<file path="config.mk">
export PLATFORM = sky130hd
export DESIGN_NAME = ti_packet_parser
export DESIGN_NICKNAME = d
export VERILOG_FILES = /design/src/rtl/ti_packet_parser.sv
export SDC_FILE = /design/constraint.sdc
export NUM_CORES = 1
export LEC_CHECK = 0
export ABC_AREA = 1
export CAP_MARGIN = 20
export CORE_MARGIN = 2
export CORE_UTILIZATION = 40
export CTS_CLUSTER_DIAMETER = 60
export DETAILED_ROUTE_END_ITERATION = 7
export PLACE_DENSITY = 0.66
export SYNTH_ARGS = -nofsm -noshare
export SYNTH_HDL_FRONTEND = slang
export SYNTH_SLANG_ARGS = --single-unit
</file>
<file path="constraint.sdc">
create_clock -name clk_i -period 2.65 [get_ports clk_i]
set_input_delay 0.3975 -clock clk_i [delete_from_list [all_inputs] [get_ports clk_i]]
set_output_delay 0.3975 -clock clk_i [all_outputs]
set_load 0.02 [all_outputs]
</file>
<file path="src/rtl/ti_packet_parser.sv">
// ti_packet_parser: NoC packet receiver that splits a flit stream into a header bundle and a payload stream
module ti_packet_parser #(
  parameter int FLIT_SIZE = 32,
  parameter int HEADER_SIZE = 13,
  parameter int SERVICE_IDX = 0,
  parameter logic [FLIT_SIZE-1:0] DELIVERY_SERVICE = 'h43
) (
  input  logic                             clk_i,
  input  logic                             rst_ni,
  input  logic                             rx_valid_i,
  output logic                             rx_ready_o,
  input  logic [FLIT_SIZE-1:0]             rx_data_i,
  output logic                             hdr_valid_o,
  input  logic                             hdr_ready_i,
  output logic [HEADER_SIZE*FLIT_SIZE-1:0] hdr_o,
  output logic [FLIT_SIZE-1:0]             hdr_target_o,
  output logic [FLIT_SIZE-1:0]             service_o,
  output logic                             inner_valid_o,
  output logic [FLIT_SIZE-1:0]             inner_service_o,
  output logic [FLIT_SIZE-1:0]             payload_len_o,
  output logic                             pl_valid_o,
  input  logic                             pl_ready_i,
  output logic [FLIT_SIZE-1:0]             pl_data_o,
  output logic                             pl_last_o,
  output logic                             err_o
);
  localparam int CW = HEADER_SIZE > 1 ? $clog2(HEADER_SIZE) : 1;
  localparam int HW = HEADER_SIZE * FLIT_SIZE;
  typedef enum logic [2:0] {IDLE, SIZE, HEADER, INNER, HDR_OUT, PAYLOAD, DRAIN} state_e;
  state_e state_q, state_d;
  logic [FLIT_SIZE-1:0] target_q, target_d, rem_q, rem_d, inner_q, inner_d, svc_d;
  logic [CW-1:0] cnt_q, cnt_d;
  logic [HW-1:0] hdr_q, hdr_d;
  logic inner_valid_q, inner_valid_d, err_q, err_d, rx_fire;
  assign rx_ready_o = state_q == PAYLOAD ? pl_ready_i : state_q != HDR_OUT;
  assign rx_fire = rx_valid_i && rx_ready_o;
  assign hdr_valid_o = state_q == HDR_OUT;
  assign hdr_o = hdr_q;
  assign hdr_target_o = target_q;
  assign service_o = hdr_q[SERVICE_IDX*FLIT_SIZE +: FLIT_SIZE];
  assign inner_valid_o = inner_valid_q;
  assign inner_service_o = inner_q;
  assign payload_len_o = rem_q;
  assign pl_valid_o = state_q == PAYLOAD && rx_valid_i;
  assign pl_data_o = state_q == PAYLOAD ? rx_data_i : '0;
  assign pl_last_o = state_q == PAYLOAD && rem_q == 1;
  assign err_o = err_q;
  // next-state: walks target, size, header words, optional inner word, then hands off or drains
  always_comb begin
    state_d = state_q;
    target_d = target_q;
    rem_d = rem_q;
    inner_d = inner_q;
    inner_valid_d = inner_valid_q;
    cnt_d = cnt_q;
    hdr_d = hdr_q;
    svc_d = '0;
    err_d = 1'b0;
    case (state_q)
      IDLE: if (rx_fire) begin
        target_d = rx_data_i;
        state_d = SIZE;
      end
      SIZE: if (rx_fire) begin
        if (rx_data_i < FLIT_SIZE'(HEADER_SIZE)) begin
          err_d = 1'b1;
          rem_d = rx_data_i;
          state_d = rx_data_i == '0 ? IDLE : DRAIN;
        end else begin
          rem_d = rx_data_i - FLIT_SIZE'(HEADER_SIZE);
          cnt_d = '0;
          hdr_d = '0;
          inner_d = '0;
          inner_valid_d = 1'b0;
          state_d = HEADER;
        end
      end
      HEADER: if (rx_fire) begin
        for (int k = 0; k < HEADER_SIZE; k++)
          if (cnt_q == CW'(k)) hdr_d[k*FLIT_SIZE +: FLIT_SIZE] = rx_data_i;
        svc_d = hdr_d[SERVICE_IDX*FLIT_SIZE +: FLIT_SIZE];
        cnt_d = cnt_q + 1'b1;
        if (cnt_q == CW'(HEADER_SIZE - 1))
          state_d = (svc_d == DELIVERY_SERVICE && rem_q != '0) ? INNER : HDR_OUT;
      end
      INNER: if (rx_fire) begin
        inner_d = rx_data_i;
        inner_valid_d = 1'b1;
        rem_d = rem_q - 1'b1;
        state_d = HDR_OUT;
      end
      HDR_OUT: if (hdr_ready_i) state_d = rem_q != '0 ? PAYLOAD : IDLE;
      PAYLOAD, DRAIN: if (rx_fire) begin
        rem_d = rem_q - 1'b1;
        if (rem_q == 1) state_d = IDLE;
      end
      default: state_d = IDLE;
    endcase
  end
  // state and datapath registers; reset drops any packet in flight
  always_ff @(posedge clk_i or negedge rst_ni) begin
    if (!rst_ni) begin
      state_q <= IDLE;
      target_q <= '0;
      rem_q <= '0;
      inner_q <= '0;
      inner_valid_q <= 1'b0;
      cnt_q <= '0;
      hdr_q <= '0;
      err_q <= 1'b0;
    end else begin
      state_q <= state_d;
      target_q <= target_d;
      rem_q <= rem_d;
      inner_q <= inner_d;
      inner_valid_q <= inner_valid_d;
      cnt_q <= cnt_d;
      hdr_q <= hdr_d;
      err_q <= err_d;
    end
  end
endmodule

</file>
# [After elaboration in Yosys (flattened, before gate mapping)]
# Index checks and enable logic that the tools add are counted.
[word_totals] regBits=521 latch_bits=0 mem_bits_rw=0 mem_bits_ro=0 output_inout_bits=582 elab_cells=149 mem_count=0
[op_classes] addsub=3 mul=0 div_mod_pow=0 order_cmp=1 n_eq_ne=42 shifts=0 mux=53 bitwise=0 reduce_logical=30
[ops] op="$mux 416" count=3
[ops] op="$pmux 416 s2" count=1
[ops] op="$mux 32" count=22
[ops] op="$pmux 32 s2" count=2
[ops] op="$reduce_and 5->1" count=12
[ops] op="$ne 2x2->1 const B" count=19
[ops] op="$mux 3" count=12
[ops] op="$eq 32x1->1 const B" count=1
[ops] op="$eq 32x7->1 const B" count=1
[ops] op="$logic_not 32->1" count=1
[ops] op="$lt 32x4->1 const B" count=1
[ops] op="$reduce_bool 32->1" count=1
[ops] op="$sub 32x1->32 const B" count=1
[ops] op="$sub 32x4->32 const B" count=1
[ops] op="$eq 4x4->1 const B" count=5
[ops] op="$pmux 3 s6" count=1
[ops] op="$eq 4x3->1 const B" count=4
[ops] op="$mux 4" count=3
[ops] op="$eq 3x3->1 const B" count=3
[ops] op="$eq 4x2->1 const B" count=2
[ops] op="$pmux 4 s2" count=1
[ops] op="$reduce_and 4->1" count=2
[ops] op="$reduce_and 8->1" count=1
[ops] op="$mux 1" count=7
[ops] op="15 further kinds" count=22

# [Depth between registers and ports, before layout]
# Gate-level depths: netlist (run 1).
[depth] ltp_word=11 ltp_mapped=16 mapped_depth_nobuf=14

# [Least setup slack after synthesis (run 1)]
# Ideal clock, no wire load.
[synth_path] path_kind="reg-to-reg" start="register state_q[2]" end="register hdr_q[407] (netlist: hdr_o[407])" t_arrival_ns=2.082 t_required_ns=2.519 path_slack_ns=0.437 stages_incl_launch_ff=14 path_buffers=3 synth_period_minus_slack_ns=2.213 path_cell_list="dfrtp_1 > buf_2 > inv_1 > nor2_2 > nor2_2 > nand2_1 > inv_2 > nand3_2 > inv_2 > buf_6 > nand2_4 > buf_2 > nand2_1 > o21ai_1"
[synth_via] elab_chain_len=5
[synth_lines] item="start: declaration" line_no="30" rtl="state_e state_q, state_d;"
[synth_lines] item="start signal: assignment" line_no="112" rtl="state_q <= state_d;"
[synth_lines] item="$ne 3x3->1 or $eq 3x3->1 (tied branches)" line_no="35" rtl="assign rx_ready_o = state_q == PAYLOAD ? pl_ready_i : state_q != HDR_OUT;"
[synth_lines] item="$mux 1 (*)" line_no="35"
[synth_lines] item="via rx_ready_o" line_no="11" rtl="output logic rx_ready_o,"
[synth_lines] item="$logic_and 1x1->1 (*)" line_no="36" rtl="assign rx_fire = rx_valid_i && rx_ready_o;"
[synth_lines] item="$ne 2x2->1 (no source line)"
[synth_lines] item="$reduce_and 5->1 (no source line) (*)"
[synth_lines] item="end signal: assignment" line_no="118" rtl="hdr_q <= hdr_d;"
[synth_lines] item="end: declaration" line_no="33" rtl="logic [HW-1:0] hdr_q, hdr_d;"
# Mark *: on every way through the listed nets, which the timed path passes. The rest lies on a longest branch.
# A chain may end at the register's enable or synchronous reset.

# [Final worst setup path (run 1)]
[layout_path] start="register state_q[1]" end="output port pl_data_o[13]"
[layout_via] elab_chain_len=2
[layout_lines] item="$eq 3x3->1" line_no="45" rtl="assign pl_data_o = state_q == PAYLOAD ? rx_data_i : '0;"
[layout_lines] item="$mux 32" line_no="45"
[layout_lines] item="end: declaration" line_no="23" rtl="output logic [FLIT_SIZE-1:0] pl_data_o,"
# No other way between the ends.

==> summary.md, run 1 <==
| Metric | Value |
|---|---|
| Status | finished, final reports clean |
| Largest fanout on the critical path | 34 |
| Synth Net Count | roughly 2600 |
| Worst clock skew | 0.0274 ns |
| H-tree Lvls | 2 |
| Sequential cell area | ~0.013 mm² |
| Startpoint types | flip-flop |
| Hold Crit Class | in -> async |
| CTS Buf Count | 58 |
| Largest net degree at the start of global routing | 65 |
| Vias per cell | about 5.3 |
| Area of the multi-input gates | approximately 0.0079 mm² |
| Max_cap viols | 0 |
| Total GRT Usage | a little under a third |
| Worst Path Required | between 2 and 2.5 ns |
| Post-synth ARST share | 100% |
| Layout cells sized above 1 | between 10% and 20% |
| Maximum clock rate | 387 MHz |
| CTS tree | built |
| PortBufs | between 600 and 700 |
| Area growth from synthesis to layout | 45.0% |
| Peak supply drop | 638 µV |
| Clock Sinks | ~520 |
| Slew headroom | 42.2% |
| Worst Path Arrival | approximately 2.2 ns |
| Register bit total from synthesis | between 500 and 600 |
| Final Hold Viols | 0 |
| RSZ-0062 raised after global routing | false |
| WL/cell | ~23 µm |
| Mapped Area | between 0.02 and 0.025 mm² |
| Worst Setup SP | state_q[1] |
| Fillcell total | between 4000 and 5000 |
| Warnings, synthesis | 0 |
| Syn Inst Count | between 2000 and 3000 |
| Top-count cell post-synth | nand2_1 |
| Register-to-Register Setup Slack | around 0.2 ns |
| First-pass GRT wire length | around 140 mm |
| Post-synth top area share | between 50% and 60% |
| Die Span Y | about 240 µm |
| Row count | 86 |
| Post-placement cell area | just over 0.03 mm² |
| Die area | approximately 0.058 mm² |
| Worst slew pin tran | just under 0.9 ns |
| Fin crit period | ~2.6 ns |
| Core Area | around 0.055 mm² |
| Kind of critical path | reg -> out |
| Initial Utilization | roughly two fifths |
| Nets | ~3300 |
| Clk slew on worst S/H paths | 0.06 ns |
| DRC | 0 |
| Fin cells | approximately 4000 |
| Synth unique cells | 42 |
| Initial antenna violation count | 3 |
| Avg Inst Size Synth | around 9 µm² |
| Yosys top cell by area | dfrtp_1 |
| Worst reg2reg path depth | 11 |
| GR Overflow Total | 0 |
| Longest Clk Path Bufs | 3 |
| Final core utilization | between 50 and 60% |
| Routed via count | around 21000 |
| Vias in the first global route | 20748 |
| TritonRoute pass-1 iters | 5 |
| Most frequent cells after synthesis | nand2_1 (737), dfrtp_1 (521), o21ai_0 (285), o21ai_1 (256), nor2_1 (189) |
| ANT nets after route | 0 |
| Post-synthesis sequential area ratio | between 50% and 60% |
| Worst r2r dst | payload_len_o[22] |
| Gpl congestion | 0.934 |
| CP endpoint kind | output pin |
| Leakage | 14.7 nW |
| Fin area | between 0.03 and 0.04 mm² |
| Final Max Slew Viols | 0 |
| Ys flop type | dfrtp_1 |
| PwrDens | between 1000 and 1500 mW/mm² |
| First DRT Iteration DRCs | 1979 |
| Drt total wl | about 93 mm |
| Top post-synthesis cells by area | dfrtp_1 (58%), nand2_1 (12%), o21ai_0 (6.3%) |
| Final setup fails | 0 |
| Top-level I/O count | just over 600 |
| Final period util | 97.6% |
| Root Driver | clkbuf_16 |
| Worst skew pair latency | roughly 0.63 ns |
| Dpl cells | between 3000 and 4000 |
| Crit Reg-Reg Startpoint | state_q[1] |
| DP HPWL | ~70 mm |
| Post-synth EDFFs | 0 |
| Die W | roughly 240 µm |
| Critical Path End | pl_data_o[13] |
## power by group
| group | total [mW] | leakage (nW) | switching (mW) | internal (mW) |
|---|---|---|---|---|
| sequential | 13.3 | 7.06 | 2.23 | 11.0 |
| clock | 8.34 | 0.986 | 3.46 | 4.88 |
| combinational | 21.9 | 6.65 | 13.0 | 8.98 |
| total | 43.5 | 14.7 | 18.6 | 24.9 |
## metal layers
metal / vias to the layer above / wire, µm / global-route usage, %
met5: - / 25 / 0
met4: 4 / 3850 / 12.8
met3: 166 / 6900 / 5.76
met2: 956 / 43900 / 51.2
met1: 10581 / 38300 / 41.7
li1: 9739 / - / -
## worst min-delay path by stage
stage | from | to | slack, ns | depth (start not counted)
5_1_grt | rst_ni | hdr_o[39] | 0.36 | 2
3_5_place_dp | rst_ni | hdr_o[290] | 0.39 | 1
3_3_place_gp | rst_ni | hdr_o[296] | 0.39 | 1
4_1_cts | rst_ni | hdr_o[290] | 0.33 | 2
6_report | rst_ni | hdr_o[290] | 0.33 | 2
2_1_floorplan | rst_ni | cnt_q[0] | 0.10 | 0
## what timing repair did
action                                 4_1_cts  5_1_grt
endpoints found under the hold margin       50        0
setup buffers                                1        1
gates resized for setup                     41        0
setup endpoints to repair                   36        1
hold buffers                                 1        0
## metrics by stage
stage               setup TNS, ns  power (mW)  worst slack, ns  hold WS, ns
finish                          0        43.5           0.0641        0.331
global route                    0        45.8           0.0116        0.360
CTS                             0        43.7           0.0595        0.331
detailed placement         -35.98        35.2           -0.158        0.391
global placement           -29.58        34.9           -0.135        0.385
floorplan                       0        23.9            0.437        0.102
## area by class of cell
class | instances | share of cell area [%]
Sequential cell | 521 | 40.0
Timing Repair Buffer | 821 | 25.3
Multi-Input combinational cell | 1715 | 24.2
Clock buffer | 80 | 5.04
Tap cell | 748 | 2.87
Inverter | 135 | 1.56
Clock inverter | 30 | 1.10
Antenna cell | 2 | 0.0153
## cells in the final DEF, fill, tap and decap left out, drive strengths merged, types with 3 or more instances in the layout
cell / n
inv: 137
nand4: 14
xor2: 25
xnor2: 3
nand2: 739
clkinv: 21
a22oi: 3
nor3: 10
nand3: 93
clkbuf: 80
nand3b: 4
a31oi: 5
a21oi: 27
dlygate4sd2: 34
dfrtp: 521
o22ai: 30
o21ai: 550
buf: 204
ha: 7
bufinv: 5
o211ai: 3
clkdlybuf4s50: 582
nor2: 192
## worst max-delay path, cell delays in order, from the launching register on
cell and delay [ns]:
dfrtp_1 0.45, inv_2 0.13, nand3_2 0.15, buf_6 0.24, nor2_1 0.20, dlygate4sd2_1 0.37
## kinds of logic after synthesis
logic type	Yosys count	synth area share, %
AO/OA/AOI/OAI	625	14.6
XOR/XNOR	28	1.09
adder cells (fa/ha/maj)	7	0.389
buffers and inverters	329	7.13
flip-flops	521	58.0
AND/OR/NAND/NOR	1055	18.8
## registers in the layout (all words and copies together) (netlist names)
register         count
hdr_target_o        32
inner_valid_o        1
inner_service_o     32
err_o                1
state_q              3
hdr_o              416
cnt_q                4
payload_len_o       32
No activity file was read; power rests on OpenSTA's default activity.
==> run 2: changes to the inputs <==
--- a/config.mk
+++ b/config.mk
@@ -12,6 +12,7 @@
 export CTS_CLUSTER_DIAMETER = 60
 export DETAILED_ROUTE_END_ITERATION = 7
 export PLACE_DENSITY = 0.66
+export SETUP_SLACK_MARGIN = 0.4
 export SYNTH_ARGS = -nofsm -noshare
 export SYNTH_HDL_FRONTEND = slang
 export SYNTH_SLANG_ARGS = --single-unit
==> summary.md, run 2 (synthesis results as in run 1) <==
| Metric | Value |
|---|---|
| Largest net degree at the start of global routing | 65 |
| CP max stage delay | between 0.4 and 0.5 ns |
| Initial antenna violation count | 6 |
| CP endpoint kind | output pin |
| Die W | roughly 240 µm |
| Most common cell after layout, fill and taps aside | nand2_1 |
| DP HPWL | roughly 69 mm |
| Root Driver | clkbuf_16 |
| Worst Path Arrival | approximately 2.0 ns |
| Peak supply drop | approximately 640 µV |
| Routed via count | 21646 |
| Vias per cell | 5.30 |
| Gpl congestion | 0.934 |
| First-pass GRT wire length | around 140 mm |
| Area growth from synthesis to layout | 48.6% |
| Die Span Y | 241 µm |
| Crit path depth | 8 |
| Clk slew on worst S/H paths | approximately 0.060 ns |
| Worst clock skew | approximately 0.025 ns |
| Final Hold Viols | 0 |
| Critical path's slowest cell | dfrtp_1 |
| Row count | 86 |
| Crit Reg-Reg Startpoint | payload_len_o[16] |
| WL/cell | ~23 µm |
| Die area | roughly 0.058 mm² |
| Number of flip-flops in the largest register | roughly 420 |
| Fillcell total | 4770 |
| Core Area | ~0.055 mm² |
| Most used cell, CP | nand2_2 |
| Fin crit period | about 2.4 ns |
| PwrDens | roughly 1300 mW/mm² |
| Hold Crit Class | in -> async |
| Startpoint types | flip-flop |
| Vias in the first global route | 20841 |
| CTS tree | built |
| TritonRoute pass-1 iters | 6 |
| H-tree Lvls | 2 |
| Total GRT Usage | 31.6% |
| Worst skew pair latency | around 0.63 ns |
| Delay-heaviest family, CP | simple AND/OR/NAND/NOR gates |
| Worst r2r dst | state_q[1] |
| Maximum clock rate | between 400 and 500 MHz |
| Final Max Slew Viols | 0 |
| CTS Buf Count | 58 |
| Final setup fails | 0 |
| Fin cells | between 4000 and 5000 |
| PortBufs | 618 |
| Top-level I/O count | 619 |
| ANT nets after route | 0 |
| Initial Utilization | between 40% and 50% |
| Nets | between 3000 and 4000 |
| Slew headroom | 44.8% |
| Leakage | around 15 nW |
| Clock Sinks | between 500 and 600 |
| CP Cell Sequence | nor2_2 > nand2_2 > nor2_4 > nand2_2 > inv_2 > nand4_1 > nor2_1 > buf_4 |
| Dpl cells | between 3000 and 4000 |
| Register-to-Register Setup Slack | 0.31 ns |
| Min Hold Slack | around 0.34 ns |
| Final period util | 91.4% |
| Worst reg2reg path depth | 18 |
| Layout cells sized above 1 | about 14% |
| GR Overflow Total | 0 |
| Worst Path Required | 2.25 ns |
| DRC | 0 |
| Worst path bufs/invs | 2 |
| Longest Clk Path Bufs | 3 |
| Drt total wl | about 95 mm |
| Worst slew pin tran | 0.826 ns |
| Max_cap viols | 0 |
| Status | finished, final reports clean |
| Kind of critical path | reg -> out |
| Final core utilization | 60.4% |
| Most frequent cells in the layout | nand2_1 (725), clkdlybuf4s50_1 (580), dfrtp_1 (516) |
| First DRT Iteration DRCs | between 1500 and 2000 |
| Largest fanout on the critical path | 2 |
| RSZ-0062 raised after global routing | true |
| Setup TNS | 0 ns |
==> run 2: cell count changes in the layout (fill, tap and decap cells not counted), moves of 11 or more <==
cell / change
nor2_1: -49
dlygate4sd2_1: -33
buf_6: +28
nor2_4: +26
nor2_2: +23
buf_4: +15
nand2_1: -11
==> run 2: worst max path at each step <==
stage / from / end / slack, ns
global placement: rx_data_i[5] / hdr_o[39] / -0.14
CTS: payload_len_o[18] / pl_last_o / 0.11
detailed placement: rx_data_i[5] / hdr_o[343] / -0.16
finish: payload_len_o[16] / pl_last_o / 0.23
global route: payload_len_o[25] / pl_last_o / 0.14
floorplan: state_q[2] / hdr_o[407] / 0.44
==> run 2: routing by layer <==
layer	track usage (%)	up-vias	share of wire, %
met5	0	-	0.026
met4	13.1	4	4.2
met3	5.98	174	7.7
met2	51.3	986	47
met1	41.8	10678	41
li1	-	9804	-
==> run 2: power by group <==
part | total (mW) | switching (mW) | internal (mW) | leakage [nW]
registers | 13.3 | 2.26 | 11.0 | 7.05
clock network | 8.33 | 3.45 | 4.88 | 0.986
logic | 22.7 | 13.3 | 9.42 | 6.83
==> run 2: through the flow <==
step	setup slack [ns]	instance area [µm²]	power [mW]
6_report	0.229	33400	44.4
5_1_grt	0.140	33400	46.7
4_1_cts	0.108	32700	43.8
3_5_place_dp	-0.158	30600	35.2
3_3_place_gp	-0.135	30600	34.9
2_1_floorplan	0.437	22500	23.9
==> run 2: timing repair <==
item,in CTS,in global routing
hold buffers,1,0
gates resized for setup,184,142
endpoints found under the hold margin,50,0
pin swaps,13,18
endpoints found under the setup margin,297,389
cloned,1,8
setup buffers,11,10
==> run 2: worst reg2reg max path, delay by kind of cell (launching register included) <==
kind,cells,cell delay (ns)
simple gates,10,1.00
flops,1,0.41
buf+inv,8,0.89
==> run 2: cell type report <==
cell class                      instances  area (µm²)  share of cell area [%]
Clock buffer                           80        1640                    4.92
Timing Repair Buffer                  849        8680                    26.0
Tap cell                              748         936                    2.80
Inverter                              135         520                    1.56
Clock inverter                         30         360                    1.08
Antenna cell                            3        7.51                  0.0225
Multi-Input combinational cell       1715        8220                    24.6
Sequential cell                       521       13000                    39.0
==> run 3: changes to the inputs <==
--- a/config.mk
+++ b/config.mk
@@ -11,6 +11,7 @@
 export CORE_UTILIZATION = 40
 export CTS_CLUSTER_DIAMETER = 60
 export DETAILED_ROUTE_END_ITERATION = 7
+export HOLD_SLACK_MARGIN = 0.06
 export PLACE_DENSITY = 0.66
 export SETUP_SLACK_MARGIN = 0.4
 export SYNTH_ARGS = -nofsm -noshare
==> results of run 3 <==
No change in the layout: final DEF, timing and power equal those of run 2.
